## src/rtl/fetch_pc_t.sv

```systemverilog
// Instruction fetch PC unit: one outstanding imem request, response held for decode.
// Optional FETCH_MISALIGN_CHECK_EN: misaligned redirects stop fetch and pulse misalign.
module fetch_pc_t (
  input  logic        CLK,
  input  logic        RST,
  input  logic        ACT,
  input  logic [31:0] r_pc_D,
  input  logic        r_pc_WE,
  input  logic [31:0] redir_pc,
  input  logic        redir_valid,
  output logic        imem_req_valid,
  output logic [31:0] imem_req_addr,
  input  logic        imem_req_ready,
  input  logic        imem_rsp_valid,
  input  logic [31:0] imem_rsp_data,
  output logic        if_valid,
  output logic [31:0] if_pc,
  output logic [31:0] if_instr,
  input  logic        if_ready,
  output logic        misalign
);

  localparam logic [1:0] S_IDLE = 2'd0;
  localparam logic [1:0] S_REQ  = 2'd1;
  localparam logic [1:0] S_WAIT = 2'd2;
  localparam logic [1:0] S_HOLD = 2'd3;

  logic [1:0]  state_q, state_d;
  logic [31:0] pc_q, pc_d;
  logic [31:0] req_pc_q, req_pc_d;
  logic [31:0] if_pc_q, if_pc_d;
  logic [31:0] if_instr_q, if_instr_d;
  logic        started_q, started_d;
  logic        kill_q, kill_d;

  logic        redir_bad;
  logic        redir_ok;
  logic        flush;
  logic        req_hs;
  logic [31:0] redir_tgt;

`ifdef FETCH_MISALIGN_CHECK_EN
  logic misalign_q;

  assign redir_bad = redir_valid & ~r_pc_WE & (redir_pc[1:0] != 2'b00);
  assign redir_tgt = redir_pc;
  assign misalign  = misalign_q;

  always_ff @(posedge CLK or negedge RST) begin
    if (!RST) misalign_q <= 1'b0;
    else      misalign_q <= redir_bad;
  end
`else
  assign redir_bad = 1'b0;
  assign redir_tgt = redir_pc & ~32'h0000_0003;
  assign misalign  = 1'b0;
`endif

  assign redir_ok = redir_valid & ~r_pc_WE & ~redir_bad;
  assign flush    = r_pc_WE | redir_valid;

  // ACT only gates issue; responses cannot be backpressured so WAIT/HOLD keep moving.
  assign imem_req_valid = (state_q == S_REQ) & ACT;
  assign imem_req_addr  = pc_q;
  assign req_hs         = imem_req_valid & imem_req_ready;

  assign if_valid = (state_q == S_HOLD);
  assign if_pc    = if_pc_q;
  assign if_instr = if_instr_q;

  always_comb begin
    state_d    = state_q;
    pc_d       = pc_q;
    req_pc_d   = req_pc_q;
    if_pc_d    = if_pc_q;
    if_instr_d = if_instr_q;
    started_d  = started_q;
    kill_d     = kill_q;

    if (r_pc_WE)       pc_d = r_pc_D;
    else if (redir_ok) pc_d = redir_tgt;
    else if (req_hs)   pc_d = pc_q + 32'd4;

    if (r_pc_WE)        started_d = 1'b1;
    else if (redir_bad) started_d = 1'b0;

    case (state_q)
      S_IDLE: begin
        if (started_q && ACT && !redir_bad) state_d = S_REQ;
      end
      S_REQ: begin
        if (req_hs) begin
          req_pc_d = pc_q;
          state_d  = S_WAIT;
          kill_d   = flush;
        end else if (redir_bad) begin
          state_d = S_IDLE;
        end
      end
      S_WAIT: begin
        if (imem_rsp_valid) begin
          if (kill_q || flush) begin
            kill_d  = 1'b0;
            state_d = started_d ? S_REQ : S_IDLE;
          end else begin
            if_pc_d    = req_pc_q;
            if_instr_d = imem_rsp_data;
            state_d    = S_HOLD;
          end
        end else if (flush) begin
          // Request still in flight: remember to drop its response.
          kill_d = 1'b1;
        end
      end
      default: begin
        if (flush)         state_d = started_d ? S_REQ : S_IDLE;
        else if (if_ready) state_d = S_REQ;
      end
    endcase
  end

  always_ff @(posedge CLK or negedge RST) begin
    if (!RST) begin
      state_q    <= S_IDLE;
      pc_q       <= 32'h0000_0000;
      req_pc_q   <= 32'h0000_0000;
      if_pc_q    <= 32'h0000_0000;
      if_instr_q <= 32'h0000_0000;
      started_q  <= 1'b0;
      kill_q     <= 1'b0;
    end else begin
      state_q    <= state_d;
      pc_q       <= pc_d;
      req_pc_q   <= req_pc_d;
      if_pc_q    <= if_pc_d;
      if_instr_q <= if_instr_d;
      started_q  <= started_d;
      kill_q     <= kill_d;
    end
  end

endmodule

```

## config.mk

```make
export PLATFORM = sky130hd
export DESIGN_NAME = fetch_pc_t
export DESIGN_NICKNAME = d
export VERILOG_FILES = /design/src/rtl/fetch_pc_t.sv
export SDC_FILE = /design/constraint.sdc
export NUM_CORES = 1
export LEC_CHECK = 0
export ABC_AREA = 0
export BUFFER_PORTS_ARGS = -buffer_cell sky130_fd_sc_hd__buf_2
export CORE_UTILIZATION = 30
export CTS_BUF_LIST = sky130_fd_sc_hd__clkbuf_4 sky130_fd_sc_hd__clkbuf_8
export CTS_CLUSTER_SIZE = 14
export DETAILED_ROUTE_END_ITERATION = 7
export GPL_TIMING_DRIVEN = 0
export PLACE_DENSITY = 0.58
export REMOVE_ABC_BUFFERS = 1
export SYNTH_ARGS = -nofsm -noshare
export SYNTH_HDL_FRONTEND = slang
export SYNTH_SLANG_ARGS = --single-unit
```

## constraint.sdc

```tcl
create_clock -name CLK -period 3.7 [get_ports CLK]
set_input_delay 0.74 -clock CLK [delete_from_list [all_inputs] [get_ports CLK]]
set_output_delay 0.74 -clock CLK [all_outputs]
set_load 0.01 [all_outputs]
```

# After elaboration in Yosys (flattened, before gate mapping)
# Index checks and enable logic that the tools add are counted.
[totals] input_bits=104 ff_bits=132 elab_cells=49 out_inout_bits=99
[op_classes] bitwise=6 add_sub_neg=1 reduce_logical=10 n_eq_ne=8 n_mux=17
[ops] operator="two-way mux 32 bit" n=3
[ops] operator="adder 32 x 3 -> 32 bit (second input constant)" n=1
[ops] operator="two-way mux 2 bit" n=6
[ops] operator="AND reduction 4 bit" n=2
[ops] operator="two-way mux 1 bit" n=6
[ops] operator="inequality test 2 bit (second input constant)" n=3
[ops] operator="inequality test 3 bit (second input constant)" n=2
[ops] operator="case mux 2 bit (3 select lines)" n=1
[ops] operator="nonzero test 5 bit" n=1
[ops] operator="equality test 2 bit (second input constant)" n=2
[ops] operator="bitwise AND 1 bit" n=3
[ops] operator="AND reduction 3 bit" n=1
[ops] operator="nonzero test 3 bit" n=1
[ops] operator="equality test 2 x 1 -> 1 bit (second input constant)" n=1
[ops] operator="logical NOT 2 bit" n=1
[ops] operator="NOT 1 bit" n=2
[ops] operator="case mux 1 bit (2 select lines)" n=1
[ops] operator="AND reduction 2 bit" n=1
[ops] operator="nonzero test 2 bit" n=1
[ops] operator="logical AND 1 bit" n=1
[ops] operator="logical OR 1 bit" n=1
[ops] operator="OR 1 bit" n=1

# Depth between registers and ports, before layout
# Gate-level depths: netlist of run 1.
[depth] word_depth=6 depth_mapped=9 depth_no_buf=7

# Worst setup path before layout of run 1
# OpenSTA, ideal clock, no wires.
[synth_timing] path_kind="in2reg" startpoint="in r_pc_WE" endpoint="reg if_instr_q[0], in the netlist if_instr[0]" path_buffers=2 setup_time_ps=125 required_time_ps=3575 arrival_time_ps=2033 path_stages=6 path_slack_ps=1542 path_cell_list="or2_2 -> nor2_1 -> and3_1 -> buf_2 -> buf_2 -> mux2_2"
[synth_between] elab_chain_len=4
[synth_rtl] element="from (decl)" line_no="8" text="input logic r_pc_WE,"
[synth_rtl] element="OR 1 bit" line_no="60" text="assign flush = r_pc_WE | redir_valid;"
[synth_rtl] element="logical OR 1 bit" line_no="102" text="if (kill_q || flush) begin"
[synth_rtl] element="NOT 1 bit (no line)"
[synth_rtl] element="AND reduction 3 bit (no line)"
[synth_rtl] element="to (signal assigned)" line_no="136" text="if_instr_q <= if_instr_d;"
[synth_rtl] element="to (decl)" line_no="32" text="logic [31:0] if_instr_q, if_instr_d;"
# No other way between the ends.
# A chain may end at the register's enable or synchronous reset.

# Worst setup path in the final report of run 1
[layout_timing] startpoint="reg state_q[1]" endpoint="reg pc_q[30], in the netlist imem_req_addr[30]"
[layout_between] elab_chain_len=4
[layout_rtl] element="from (decl)" line_no="28" text="logic [1:0] state_q, state_d;"
[layout_rtl] element="from (signal assigned)" line_no="132" text="state_q <= state_d;"
[layout_rtl] element="equality test 2 x 1 -> 1 bit" line_no="63" text="assign imem_req_valid = (state_q == S_REQ) & ACT;"
[layout_rtl] element="bitwise AND 1 bit" line_no="63"
[layout_rtl] element="bitwise AND 1 bit" line_no="65" text="assign req_hs = imem_req_valid & imem_req_ready;"
[layout_rtl] element="nonzero test 3 bit (no line)"
[layout_rtl] element="to (signal assigned)" line_no="133" text="pc_q <= pc_d;"
[layout_rtl] element="to (decl)" line_no="29" text="logic [31:0] pc_q, pc_d;"
# No other way between the ends.

==> summary.md, run 1 <==
| Metric | Value |
|---|---|
| End-of-flow core utilization | 39.89% |
| Critical path fanouts, max | 32 |
| Crit path DAT | 3.16 ns |
| Initial antenna violation count | 0 |
| Placeable core area | a little under 0.02 sq mm |
| Total number of yosys warnings | 0 |
| Highest routing layer actually used | met4 |
| Global-route congestion overflow total | 0 |
| Global placement routability congestion | 0.7460 |
| Wire length of the first global-routing pass | ~26 mm |
| Per-instance average area after synthesis | 10.62 sq um |
| Per-cell routed wire length | 16.07 um |
| Clock-pin slew of the registers on the worst-case setup and hold paths | ~0.080 ns |
| Share of synthesized flip-flops with an asynchronous set or reset | 100.0% |
| Count of different cell masters after synthesis | between 50 and 60 |
| Most repeated library cell on the critical path | sky130_fd_sc_hd__a211oi_1 |
| Hold Worst Slack | 0.2795 ns |
| Overall via count from detail_route | 5047 |
| DRC Markers | 0 |
| Layout cell share with drive strength beyond 1 | between 40% and 50% |
| Number of buffers created by CTS | 17 |
| Summed instance area of the synthesized netlist | 0.006041 sq mm |
| Setup violations, final | 0 |
| Setup repair after global routing missed its margin | no |
| Row cnt | 51 |
| Number of clock sinks seen by CTS | 132 |
| Setup crit end kind | register |
| Register area share after synthesis | 54.68% |
| Post-CTS Setup Inserts | 0 |
| Result of the run | finished clean |
| Max Cap Violations | 0 |
| Top area cells in the synthesized netlist | sky130_fd_sc_hd__dfrtp_1, sky130_fd_sc_hd__mux2_2, sky130_fd_sc_hd__nand2_1 |
| Transition time at the pin with the least slew margin | ~0.90 ns |
| Detailed Route Iter0 Violations | approximately 200 |
| Setup TNS | 0 ns |
| Crit Path Class | reg -> reg |
| Delay of the slowest cell on the worst path | about 0.57 ns |
| Hold Path Class | in -> async |
| Number of enable-type register cells in the synthesized netlist | 0 |
| Launching element type of the critical path | register |
| Library cell with the highest instance count after synthesis | sky130_fd_sc_hd__dfrtp_1 |
| Initial Utilization | 30.84% |
| Average via count per standard cell | between 4 and 5 |
| Antenna viol nets, final | 0 |
| Cell count after synthesis | 569 |
| Hold buffer count at cts | 0 |
| Worst path cell trace | inv_1, ha_1, nand3_2, buf_12, nand2_1, and3_1, a211oi_1, a211oi_1 |
| GRT Util Overall | ~17% |
| Leakage component of the power | between 3 and 4 nW |
| Number of synthesized register bits | 132 |
| Count of TritonRoute iterations in the first routing pass | 4 |
| Number of port buffers | around 200 |
| Post-synth top area share | between 50% and 60% |
| Fin crit share | about three quarters |
| Max-slew violation total from the final report | 0 |
| Met2 wire length | 7.701 mm |
| Total length of routed wires | between 15 and 20 mm |
| Largest net degree at the start of global routing | ~70 |
| Clock period minus worst slack | roughly 2.8 ns |
| Hold Fails Final Rpt | 0 |
| Inserted Diodes | 0 |
| Maximum frequency from static timing analysis | 0.3567 GHz |
| Clk_lat worst skew | between 0.4 and 0.5 ns |
| Top_reg_cell synth | sky130_fd_sc_hd__dfrtp_1 |
| Die outline width | 143.9 um |
| Met1 Wirelength | 7.938 mm |
| Clock tree from TritonCTS | yes |
| Total die area | 0.02071 sq mm |
| Number of global-route vias before repair | 4801 |
| Clock Root Buffer | sky130_fd_sc_hd__clkbuf_8 |
| Post-synthesis cell type with the largest combined area | sky130_fd_sc_hd__dfrtp_1 |
| Power per Cell Area | 625.8 mW/mm^2 |
| Maximum vdd drop | 0.3043 mV |
| Slowest stage cell on the critical path | sky130_fd_sc_hd__nand2_1 |
| Worst-case reg-to-reg path depth | 8 |
| CTS-repair resized insts | 0 |
| Top-level port count | 203 |
| Post-layout total power | between 4 and 5 mW |
| # nets final | 869 |
| Setup Skew | 0.009151 ns |
| Die boundary height | 143.9 um |
| Worst-case headroom to the max-slew limit | 40.07% |
| DR WL met3 | 874 um |
| Required time reported for the critical path endpoint | ~4 ns |
| Hpwl dp | between 10 and 15 mm |
| Buffer depth of the longest clock path | 2 |
| H-Tree Level Count | 4 |
| Most instantiated cells after synthesis | sky130_fd_sc_hd__dfrtp_1, sky130_fd_sc_hd__nand2_1, sky130_fd_sc_hd__mux2_2 |
| Area Overhead vs Synth | 29.37% |
-- layout make-up --
type	instances	area, sq um
Fill cell	1941	11780
Sequential cell	132	3303
Multi-Input combinational cell	396	2581
Timing Repair Buffer	205	1147
Tap cell	265	331.6
Clock buffer	20	269.0
Clock inverter	12	152.6
Inverter	8	30.03
-- per-layer routing --
layer	global-route usage, %	vias up
met5	0	-
met4	5.375	0
met3	3.499	12
met2	27.31	172
met1	22.44	2447
li1	-	2416
-- metrics by stage --
step | setup WS [ns] | instances | cell area (sq um)
finish | 0.8963 | 1038 | 7815
global route | 0.6288 | 1038 | 7815
CTS | 0.8444 | 1038 | 7815
detailed placement | 0.3848 | 1006 | 7393
global placement | -1.288 | 1000 | 7226
floorplan | 0.3358 | 536 | 5898
-- state kept, by name, indices dropped and copies added, names as in the netlist --
signal,flops
if_instr,32
if_pc,32
imem_req_addr,32
kill_q,1
req_pc_q,32
started_q,1
state_q,2
-- path summary, 6_finish.rpt --
| kind | slack (ns) | startpoint | endpoint |
|---|---|---|---|
| max reg2reg | 0.90 | state_q[1] | imem_req_addr[30] |
| max | 0.90 | state_q[1] | imem_req_addr[30] |
| max in group asynchronous | 2.64 | RST | if_instr[16] |
| min | 0.28 | RST | if_pc[11] |
| min in group CLK | 0.47 | req_pc_q[1] | req_pc_q[1] |
| min reg2reg | 0.47 | req_pc_q[1] | req_pc_q[1] |
-- critical path, delay by kind of cell (launching register included) --
| kind | cells | cell delay, ns |
|---|---|---|
| simple gates | 3 | 1.28 |
| buf+inv | 2 | 0.47 |
| flops | 1 | 0.41 |
| fa+ha+maj | 1 | 0.28 |
| compound gates | 2 | 0.24 |
-- cell usage in the layout, fill, tap and decap left out, drive strengths merged, types with 4 or more instances in the layout --
cell      Yosys  layout
a211oi        4       4
a21oi        38      38
a22o          8       8
a22oi        20      20
a2bb2oi       6       6
a31oi         4       4
and2          5       5
and3          9       9
and4          4       4
buf          12     205
clkbuf       21      20
clkinvlp      0       4
dfrtp       132     132
ha            5       5
inv           8      10
mux2         64      64
nand2       120     120
nand3        10      10
nand4         5       5
nor2         22      22
nor3          7       7
o21ai        15      15
o31ai        10      10
or2           4       4
-- logic make-up (layout without fill, tap and decap cells) --
| family | count (synthesis) | count (layout) | share of synthesized area, % |
|---|---|---|---|
| buffers and inverters | 41 | 245 | 2.858 |
| xor gates and xnor gates | 1 | 1 | 0.1450 |
| AOI/OAI and AO/OA | 130 | 130 | 14.73 |
| adders and majority gates | 5 | 5 | 1.036 |
| and+or+nand+nor | 195 | 195 | 14.56 |
| other | 1 | 1 | 0.06208 |
| DFF | 132 | 132 | 54.68 |
| muxes | 64 | 64 | 11.93 |
-- where the power goes --
group          leakage (nW)  total (mW)  internal (mW)  switching (mW)
Sequential             1.72        2.19           1.91           0.273
Combinational          2.05        1.39          0.684           0.709
Clock                 0.205        1.31          0.710           0.602
Total                  3.97        4.89           3.31            1.58
No activity file was read; power rests on OpenSTA's default activity.
==> run 2, diff against run 1 <==
--- a/config.mk
+++ b/config.mk
@@ -5,7 +5,7 @@
 export SDC_FILE = /design/constraint.sdc
 export NUM_CORES = 1
 export LEC_CHECK = 0
-export ABC_AREA = 0
+export ABC_AREA = 1
 export BUFFER_PORTS_ARGS = -buffer_cell sky130_fd_sc_hd__buf_2
 export CORE_UTILIZATION = 30
 export CTS_BUF_LIST = sky130_fd_sc_hd__clkbuf_4 sky130_fd_sc_hd__clkbuf_8
==> constraint.sdc (replaced) <==
create_clock -name CLK -period 2.75 [get_ports CLK]
set_input_delay 0.55 -clock CLK [delete_from_list [all_inputs] [get_ports CLK]]
set_output_delay 0.55 -clock CLK [all_outputs]
set_load 0.01 [all_outputs]
==> summary.md, run 2 <==
| Metric | Value |
|---|---|
| Antenna viol nets, final | 0 (unchanged) |
| Average via count per standard cell | 4.630 (was 4.862) |
| Maximum vdd drop | 0.3480 mV (was 0.3043 mV) |
| Combinational fraction of design power | 33.4% (was 28.5%) |
| Post-layout worst setup margin | 0.1521 ns (was 0.8963 ns) |
| Setup violations, final | 0 (unchanged) |
| Share of total power in the clock network | 22.5% (was 26.8%) |
| Layout cell share with drive strength beyond 1 | 34.79% (was 41.01%) |
| CP top delay family | simple AND/OR/NAND/NOR gates (unchanged) |
| Global placement routability congestion | 0.8361 (was 0.7460) |
| Result of the run | finished clean (unchanged) |
| Fraction of the mapped netlist area in adder cells | 0.9575% (was 1.036%) |
| Hold Fails Final Rpt | 0 (unchanged) |
| Post-synthesis cell type with the largest combined area | sky130_fd_sc_hd__dfrtp_1 (unchanged) |
| Cell count after synthesis | 690 (was 569) |
| Clock Root Buffer | sky130_fd_sc_hd__clkbuf_8 (unchanged) |
| Setup Skew | 0.01250 ns (was 0.009151 ns) |
| Die outline width | 149.6 um (was 143.9 um) |
| DRC Markers | 0 (unchanged) |
| Worst path bufs/invs | 2 (unchanged) |
| Die boundary height | 149.6 um (was 143.9 um) |
| Count of TritonRoute iterations in the first routing pass | 5 (was 4) |
| Share of synthesized cell area in and, or, nand and nor gates | 19.38% (was 14.56%) |
| Hpwl dp | 12.85 mm (was 11.59 mm) |
| Top_reg_cell synth | sky130_fd_sc_hd__dfrtp_1 (unchanged) |
| Transition time at the pin with the least slew margin | 0.8939 ns (was 0.8956 ns) |
| Per-instance average area after synthesis | 9.469 sq um (was 10.62 sq um) |
| # nets final | 990 (was 869) |
| Crit path DAT | 2.91 ns (was 3.16 ns) |
| Top area cells in the synthesized netlist | sky130_fd_sc_hd__dfrtp_1, sky130_fd_sc_hd__mux2_4, sky130_fd_sc_hd__nand2_1 (was sky130_fd_sc_hd__dfrtp_1, sky130_fd_sc_hd__mux2_2, sky130_fd_sc_hd__nand2_1) |
| Clock tree from TritonCTS | yes (unchanged) |
| Number of port buffers | 199 (unchanged) |
| Max Cap Violations | 0 (unchanged) |
| Beginning of the worst register-to-register path | state_q[1] (unchanged) |
| Leakage component of the power | 4.259 nW (was 3.973 nW) |
| Number of enable-type register cells in the synthesized netlist | 0 (unchanged) |
| Share of synthesized flip-flops with an asynchronous set or reset | 100.0% (unchanged) |
| Setup repair after global routing missed its margin | no (unchanged) |
| Xor/xnor share of the synthesized area | 0.5362% (was 0.1450%) |
| Total number of yosys warnings | 0 (unchanged) |
| Total die area | 0.02237 sq mm (was 0.02071 sq mm) |
| Clock-pin slew of the registers on the worst-case setup and hold paths | 0.08 ns (about the same) |
| Hold Path Class | in -> async (unchanged) |
| Share of the synthesized area in compound gates (AO/OA/AOI/OAI) | 10.02% (was 14.73%) |
| Buffer depth of the longest clock path | 2 (unchanged) |
| Per-cell routed wire length | 16.27 um (was 16.07 um) |
| Switch Pwr | 2.414 mW (was 1.584 mW) |
| Post-CTS Setup Inserts | 0 (unchanged) |
| Post-layout total power | 7.023 mW (was 4.891 mW) |
| Number of global-route vias before repair | 5170 (was 4801) |
| Launching element type of the critical path | register (unchanged) |
| Critical path fanouts, max | 29 (was 32) |
| Number of clock sinks seen by CTS | 132 (unchanged) |
| Clk_lat worst skew | 0.45 ns (was 0.44 ns) |
| Largest net degree at the start of global routing | 81 (was 69) |
| Library cell with the highest instance count after synthesis | sky130_fd_sc_hd__nand2_1 (was sky130_fd_sc_hd__dfrtp_1) |
| Most used cells in the layout excluding fill and tap cells | sky130_fd_sc_hd__buf_2, sky130_fd_sc_hd__nand2_1, sky130_fd_sc_hd__dfrtp_1 (was sky130_fd_sc_hd__buf_2, sky130_fd_sc_hd__dfrtp_1, sky130_fd_sc_hd__nand2_1) |
| Most instantiated cells after synthesis | sky130_fd_sc_hd__nand2_1, sky130_fd_sc_hd__dfrtp_1, sky130_fd_sc_hd__nor2_1 (was sky130_fd_sc_hd__dfrtp_1, sky130_fd_sc_hd__nand2_1, sky130_fd_sc_hd__mux2_2) |
| Wire length of the first global-routing pass | 28.96 mm (was 26.18 mm) |
| Count of different cell masters after synthesis | 39 (was 52) |
| Detailed Route Iter0 Violations | 227 (was 204) |
| Global-route congestion overflow total | 0 (unchanged) |
| Initial antenna violation count | 0 (unchanged) |
| Slowest stage cell on the critical path | sky130_fd_sc_hd__a221oi_1 (was sky130_fd_sc_hd__nand2_1) |
| Inserted Diodes | 0 (unchanged) |
| Max-slew violation total from the final report | 0 (unchanged) |
| Worst-case headroom to the max-slew limit | 40.41% (was 40.07%) |
| Maximum frequency from static timing analysis | 0.3849 GHz (was 0.3567 GHz) |
| Overall via count from detail_route | 5413 (was 5047) |
| Required time reported for the critical path endpoint | 3.06 ns (was 4.05 ns) |
| Number of synthesized register bits | 132 (unchanged) |
| Switching fraction of total power | 34.37% (was 32.39%) |
| GRT Util Overall | 17.37% (was 16.88%) |
| Post-synth top area share | 50.56% (was 54.68%) |
| Crit Path Class | reg -> reg (unchanged) |
| Main combinational cell family by area after synthesis | simple AND/OR/NAND/NOR gates (was compound AO/OA/AOI/OAI gates) |
| Delay of the slowest cell on the worst path | 0.47 ns (was 0.57 ns) |
| Beginning of the critical path | state_q[1] (unchanged) |
| H-Tree Level Count | 4 (unchanged) |
| Sequential share of power | 44.1% (was 44.7%) |
| Area Overhead vs Synth | 25.30% (was 29.37%) |
| Power per Cell Area | 857.8 mW/mm^2 (was 625.8 mW/mm^2) |
| Top-level port count | 203 (unchanged) |
| Clock period minus worst slack | 2.598 ns (was 2.804 ns) |
| Mux contribution to synthesized area | 12.98% (was 11.93%) |
| Total length of routed wires | 19.02 mm (was 16.69 mm) |
| Most common cell after layout, fill and taps aside | sky130_fd_sc_hd__buf_2 (unchanged) |
| Cell internal power dissipation | 4.609 mW (was 3.307 mW) |
| Row cnt | 53 (was 51) |
| Setup crit end kind | register (unchanged) |
| Register area share after synthesis | 50.56% (was 54.68%) |
| Worst path cell trace | inv_1, ha_1, nand3_4, nand2_8, inv_2, a221oi_1, a21oi_1 (was inv_1, ha_1, nand3_2, buf_12, nand2_1, and3_1, a211oi_1, a211oi_1) |
| Number of buffers created by CTS | 17 (unchanged) |
| Initial Utilization | 30.89% (was 30.84%) |
| Summed instance area of the synthesized netlist | 0.006534 sq mm (was 0.006041 sq mm) |
| Pre-CTS WS | -1.080 ns (was 0.3848 ns) |
| Fin crit share | 94.47% (was 75.78%) |
| Placeable core area | 0.02115 sq mm (was 0.01959 sq mm) |
-- run 2: through the flow --
stage | util, % | setup TNS (ns) | instances | hold slack, ns | instance area (sq um)
6_report | 38.70 | 0 | 1169 | 0.05324 | 8187
5_1_grt | 38.70 | 0 | 1169 | 0.06304 | 8187
4_1_cts | 38.65 | 0 | 1168 | 0.04196 | 8177
3_5_place_dp | 36.72 | -54.77 | 1136 | 0.4744 | 7767
3_3_place_gp | 36.37 | -241.06 | 1134 | 0.4624 | 7694
2_1_floorplan | - | -8.410 | 660 | 0.2544 | 6354
-- run 2: layout make-up --
cell class | instances | area (sq um)
fillers | 2145 | 12970
flip-flops and latches | 132 | 3303
well taps | 275 | 344.1
inverters | 48 | 180.2
repair buffers | 201 | 1057
clock buffers | 20 | 269.0
clock inverters | 12 | 107.6
multi-input cells | 481 | 2925
-- run 2: logic make-up (layout without fill, tap and decap cells) --
group / Yosys count / count (layout)
compound gates: 106 / 106
other cells: 1 / 1
xor+xnor: 4 / 4
buf+inv: 78 / 281
flops: 132 / 132
simple gates: 307 / 308
fa+ha+maj: 5 / 5
mux: 57 / 57
-- run 2: power by group through the flow --
| stage | Combinational (mW) | Sequential (mW) | Clock, mW |
|---|---|---|---|
| 3_3_place_gp | 2.29 | 3.11 | 0 |
| 3_5_place_dp | 2.34 | 3.13 | 0 |
| 4_1_cts | 2.36 | 3.10 | 1.64 |
| 5_1_grt | 2.62 | 3.20 | 1.72 |
| 6_report | 2.34 | 3.10 | 1.58 |
| 2_1_floorplan | 1.19 | 3.30 | 0 |
-- run 2: final timing paths --
check                               endpoint  slack [ns]  cells after the start
max                        imem_req_addr[26]        0.15                      7
min                                if_pc[10]        0.05                      1
max reg2reg                imem_req_addr[26]        0.15                      7
min reg2reg                        if_pc[11]        0.48                      2
max in group asynchronous        req_pc_q[6]        1.89                      2
min in group CLK            imem_req_addr[0]        0.31                      3
-- run 2: routing by layer --
metal | GRT usage, % | vias up | wire (um)
met5 | 0 | - | 0
li1 | - | 2681 | -
met4 | 5.459 | 0 | 227
met2 | 26.74 | 163 | 8533
met3 | 4.512 | 17 | 1208
met1 | 23.66 | 2552 | 9046
-- run 2: timing repair --
action / CTS / global route
hold endpoints to repair: 0 / 0
hold buffers: 0 / 0
gates resized for setup: 5 / 0
gates cloned: 0 / 1
setup endpoints to repair: 88 / 8
pin swaps: 0 / 1
==> run 3, diff against run 2 <==
--- a/config.mk
+++ b/config.mk
@@ -12,7 +12,8 @@
 export CTS_CLUSTER_SIZE = 14
 export DETAILED_ROUTE_END_ITERATION = 7
 export GPL_TIMING_DRIVEN = 0
-export PLACE_DENSITY = 0.58
+export PLACE_DENSITY = 0.64
+export RECOVER_POWER = 50
 export REMOVE_ABC_BUFFERS = 1
 export SYNTH_ARGS = -nofsm -noshare
 export SYNTH_HDL_FRONTEND = slang
==> summary.md, run 3 (synthesis gave the netlist of run 2 again) <==
| Metric | Value |
|---|---|
| Clock-pin slew of the registers on the worst-case setup and hold paths | 0.08 ns (about the same) |
| Number of fill cells in the layout | 2205 (was 2145) |
| Clock period minus worst slack | 2.514 ns (was 2.598 ns) |
| Launching element type of the critical path | input pin (was register) |
| H-Tree Level Count | 4 (unchanged) |
| Total length of routed wires | 18.91 mm (was 19.02 mm) |
| Hold buffer count at cts | 0 (unchanged) |
| Layout cell share with drive strength beyond 1 | 29.45% (was 34.79%) |
| Fin crit share | 91.43% (was 94.47%) |
| Clock tree from TritonCTS | yes (unchanged) |
| CTS-repair resized insts | 5 (unchanged) |
| Number of buffers created by CTS | 17 (unchanged) |
| Hold Fails Final Rpt | 0 (unchanged) |
| Antenna viol nets, final | 0 (unchanged) |
| Critical path fanouts, max | 72 (was 29) |
| Detailed Route Iter0 Violations | 249 (was 227) |
| Wire length of the first global-routing pass | 28.99 mm (was 28.96 mm) |
| Global-route congestion overflow total | 0 (unchanged) |
| Setup repair after global routing missed its margin | no (unchanged) |
| Initial antenna violation count | 0 (unchanged) |
| Setup crit end kind | register (unchanged) |
| Most common cell after layout, fill and taps aside | sky130_fd_sc_hd__nand2_1 (was sky130_fd_sc_hd__buf_2) |
| Clk_lat worst skew | 0.45 ns (about the same) |
| Delay of the slowest cell on the worst path | 0.58 ns (was 0.47 ns) |
| Power per Cell Area | 880.2 mW/mm^2 (was 857.8 mW/mm^2) |
| Die boundary height | 149.6 um (unchanged) |
| Result of the run | finished, violations left (was finished clean) |
| Cell count after placement | 1136 (unchanged) |
| Count of non-filler cells in the finished layout | 1168 (was 1169) |
| Area of placed instances | 0.007760 sq mm (was 0.007767 sq mm) |
| Violations in the final reports | max-capacitance violations, max-slew violations |
| Hpwl dp | 13.03 mm (was 12.85 mm) |
| Area Overhead vs Synth | 24.93% (was 25.30%) |
| Clock Root Buffer | sky130_fd_sc_hd__clkbuf_8 (unchanged) |
| Maximum vdd drop | 0.2824 mV (was 0.3480 mV) |
| Setup Skew | 0.01610 ns (was 0.01250 ns) |
| Post-CTS Setup Inserts | 0 (unchanged) |
| Number of port buffers | 199 (unchanged) |
| Setup violations, final | 0 (unchanged) |
| Leakage component of the power | 4.118 nW (was 4.259 nW) |
| Final Cell Area | 0.008163 sq mm (was 0.008187 sq mm) |
| Maximum frequency from static timing analysis | 0.3977 GHz (was 0.3849 GHz) |
| Most used cells in the layout excluding fill and tap cells | sky130_fd_sc_hd__nand2_1, sky130_fd_sc_hd__buf_2, sky130_fd_sc_hd__dfrtp_1 (was sky130_fd_sc_hd__buf_2, sky130_fd_sc_hd__nand2_1, sky130_fd_sc_hd__dfrtp_1) |
| DRC Markers | 0 (unchanged) |
| Average via count per standard cell | 4.624 (was 4.630) |
| # nets final | 989 (was 990) |
| Top-level port count | 203 (unchanged) |
| Max Cap Violations | 1 (was 0) |
| Number of global-route vias before repair | 5198 (was 5170) |
| Inserted Diodes | 0 (unchanged) |
| Transition time at the pin with the least slew margin | 1.977 ns (was 0.8939 ns) |
| GRT Util Overall | 17.36% (was 17.37%) |
| Overall via count from detail_route | 5401 (was 5413) |
| Initial Utilization | 30.89% (unchanged) |
| Placeable core area | 0.02115 sq mm (unchanged) |
| Global placement routability congestion | 0.8839 (was 0.8361) |
| Largest net degree at the start of global routing | 76 (was 81) |
| Count of TritonRoute iterations in the first routing pass | 5 (unchanged) |
| Slowest stage cell on the critical path | sky130_fd_sc_hd__nor2_8 (was sky130_fd_sc_hd__a221oi_1) |
| Number of clock sinks seen by CTS | 132 (unchanged) |
| Worst-case headroom to the max-slew limit | -31.81% (was 40.41%) |
| Worst path cell trace | buf_2, nor2_8, nand2_1, inv_2, nand2_8, mux2_4 (was inv_1, ha_1, nand3_4, nand2_8, inv_2, a221oi_1, a21oi_1) |
| Max-slew violation total from the final report | 75 (was 0) |
| CP top delay family | simple AND/OR/NAND/NOR gates (unchanged) |
| Die outline width | 149.6 um (unchanged) |
| Crit path DAT | 2.84 ns (was 2.91 ns) |
| Crit Path Class | in -> reg (was reg -> reg) |
| Buffer depth of the longest clock path | 2 (unchanged) |
| Required time reported for the critical path endpoint | 3.08 ns (was 3.06 ns) |
| Worst path bufs/invs | 2 (unchanged) |
| Row cnt | 53 (unchanged) |
| Total die area | 0.02237 sq mm (unchanged) |
| Hold Path Class | in -> reg (was in -> async) |
| Per-cell routed wire length | 16.19 um (was 16.27 um) |
==> run 3: changes by cell type in the layout (fill, tap and decap cells not counted), sizes merged <==
| cell | change |
|---|---|
| buf | -47 |
| bufinv | +3 |
| clkbuf | +46 |
| clkinv | -2 |
| clkinvlp | -1 |
| inv | +1 |
| nand3 | -1 |
==> run 3: worst paths after layout <==
| path | start | to | slack, ns | cells past startpoint |
|---|---|---|---|---|
| setup / recovery | r_pc_WE | if_pc[5] | 0.24 | 6 |
| hold / removal | r_pc_D[0] | imem_req_addr[0] | 0.31 | 3 |
| setup reg to reg | state_q[1] | imem_req_addr[25] | 0.30 | 7 |
| hold reg to reg | req_pc_q[15] | req_pc_q[15] | 0.49 | 2 |
| max in group asynchronous | RST | req_pc_q[24] | 0.92 | 1 |
| min in group asynchronous | RST | if_instr[16] | 0.66 | 1 |
==> run 3: layout make-up <==
cell class / instances / area [sq um] / area share, %
sequential: 132 / 3303 / 40.47
multi-input combinational: 480 / 2913 / 35.68
timing repair buffer: 201 / 985.9 / 12.08
tap: 275 / 344.1 / 4.215
clock buffer: 19 / 255.2 / 3.127
clock inverter: 13 / 181.4 / 2.223
inverter: 48 / 180.2 / 2.207
==> run 3: layer usage <==
metal  routed length (um)  global-route usage (%)
met1                 8862                   23.31
met2                 8584                   27.20
met3                 1213                   4.451
met4                  251                   5.357
met5                    0                       0
==> run 3: through the flow <==
step                utilization, %  total power, mW  worst slack [ns]  hold slack [ns]  setup TNS [ns]
global placement             36.37            5.395            -2.694           0.4608         -230.28
floorplan                        -            4.493           -0.4533           0.2544          -8.410
CTS                          38.90            7.362            0.2067           0.1361               0
finish                       38.59            7.185            0.2355           0.3051               0
global route                 38.59            7.695           0.01201           0.2944               0
detailed placement           36.68            5.481            -1.037           0.4694          -54.55
==> run 3: worst min-delay path: stages <==
cell and delay (ns):
sky130_fd_sc_hd__buf_2 0.07, sky130_fd_sc_hd__nand2_1 0.04, sky130_fd_sc_hd__o21ai_0 0.06
==> run 3: where the power goes <==
group          internal [mW]  total [mW]  switching [mW]
combinational           1.09        2.25            1.16
sequential              2.66        3.12           0.454
clock                   1.02        1.82           0.799
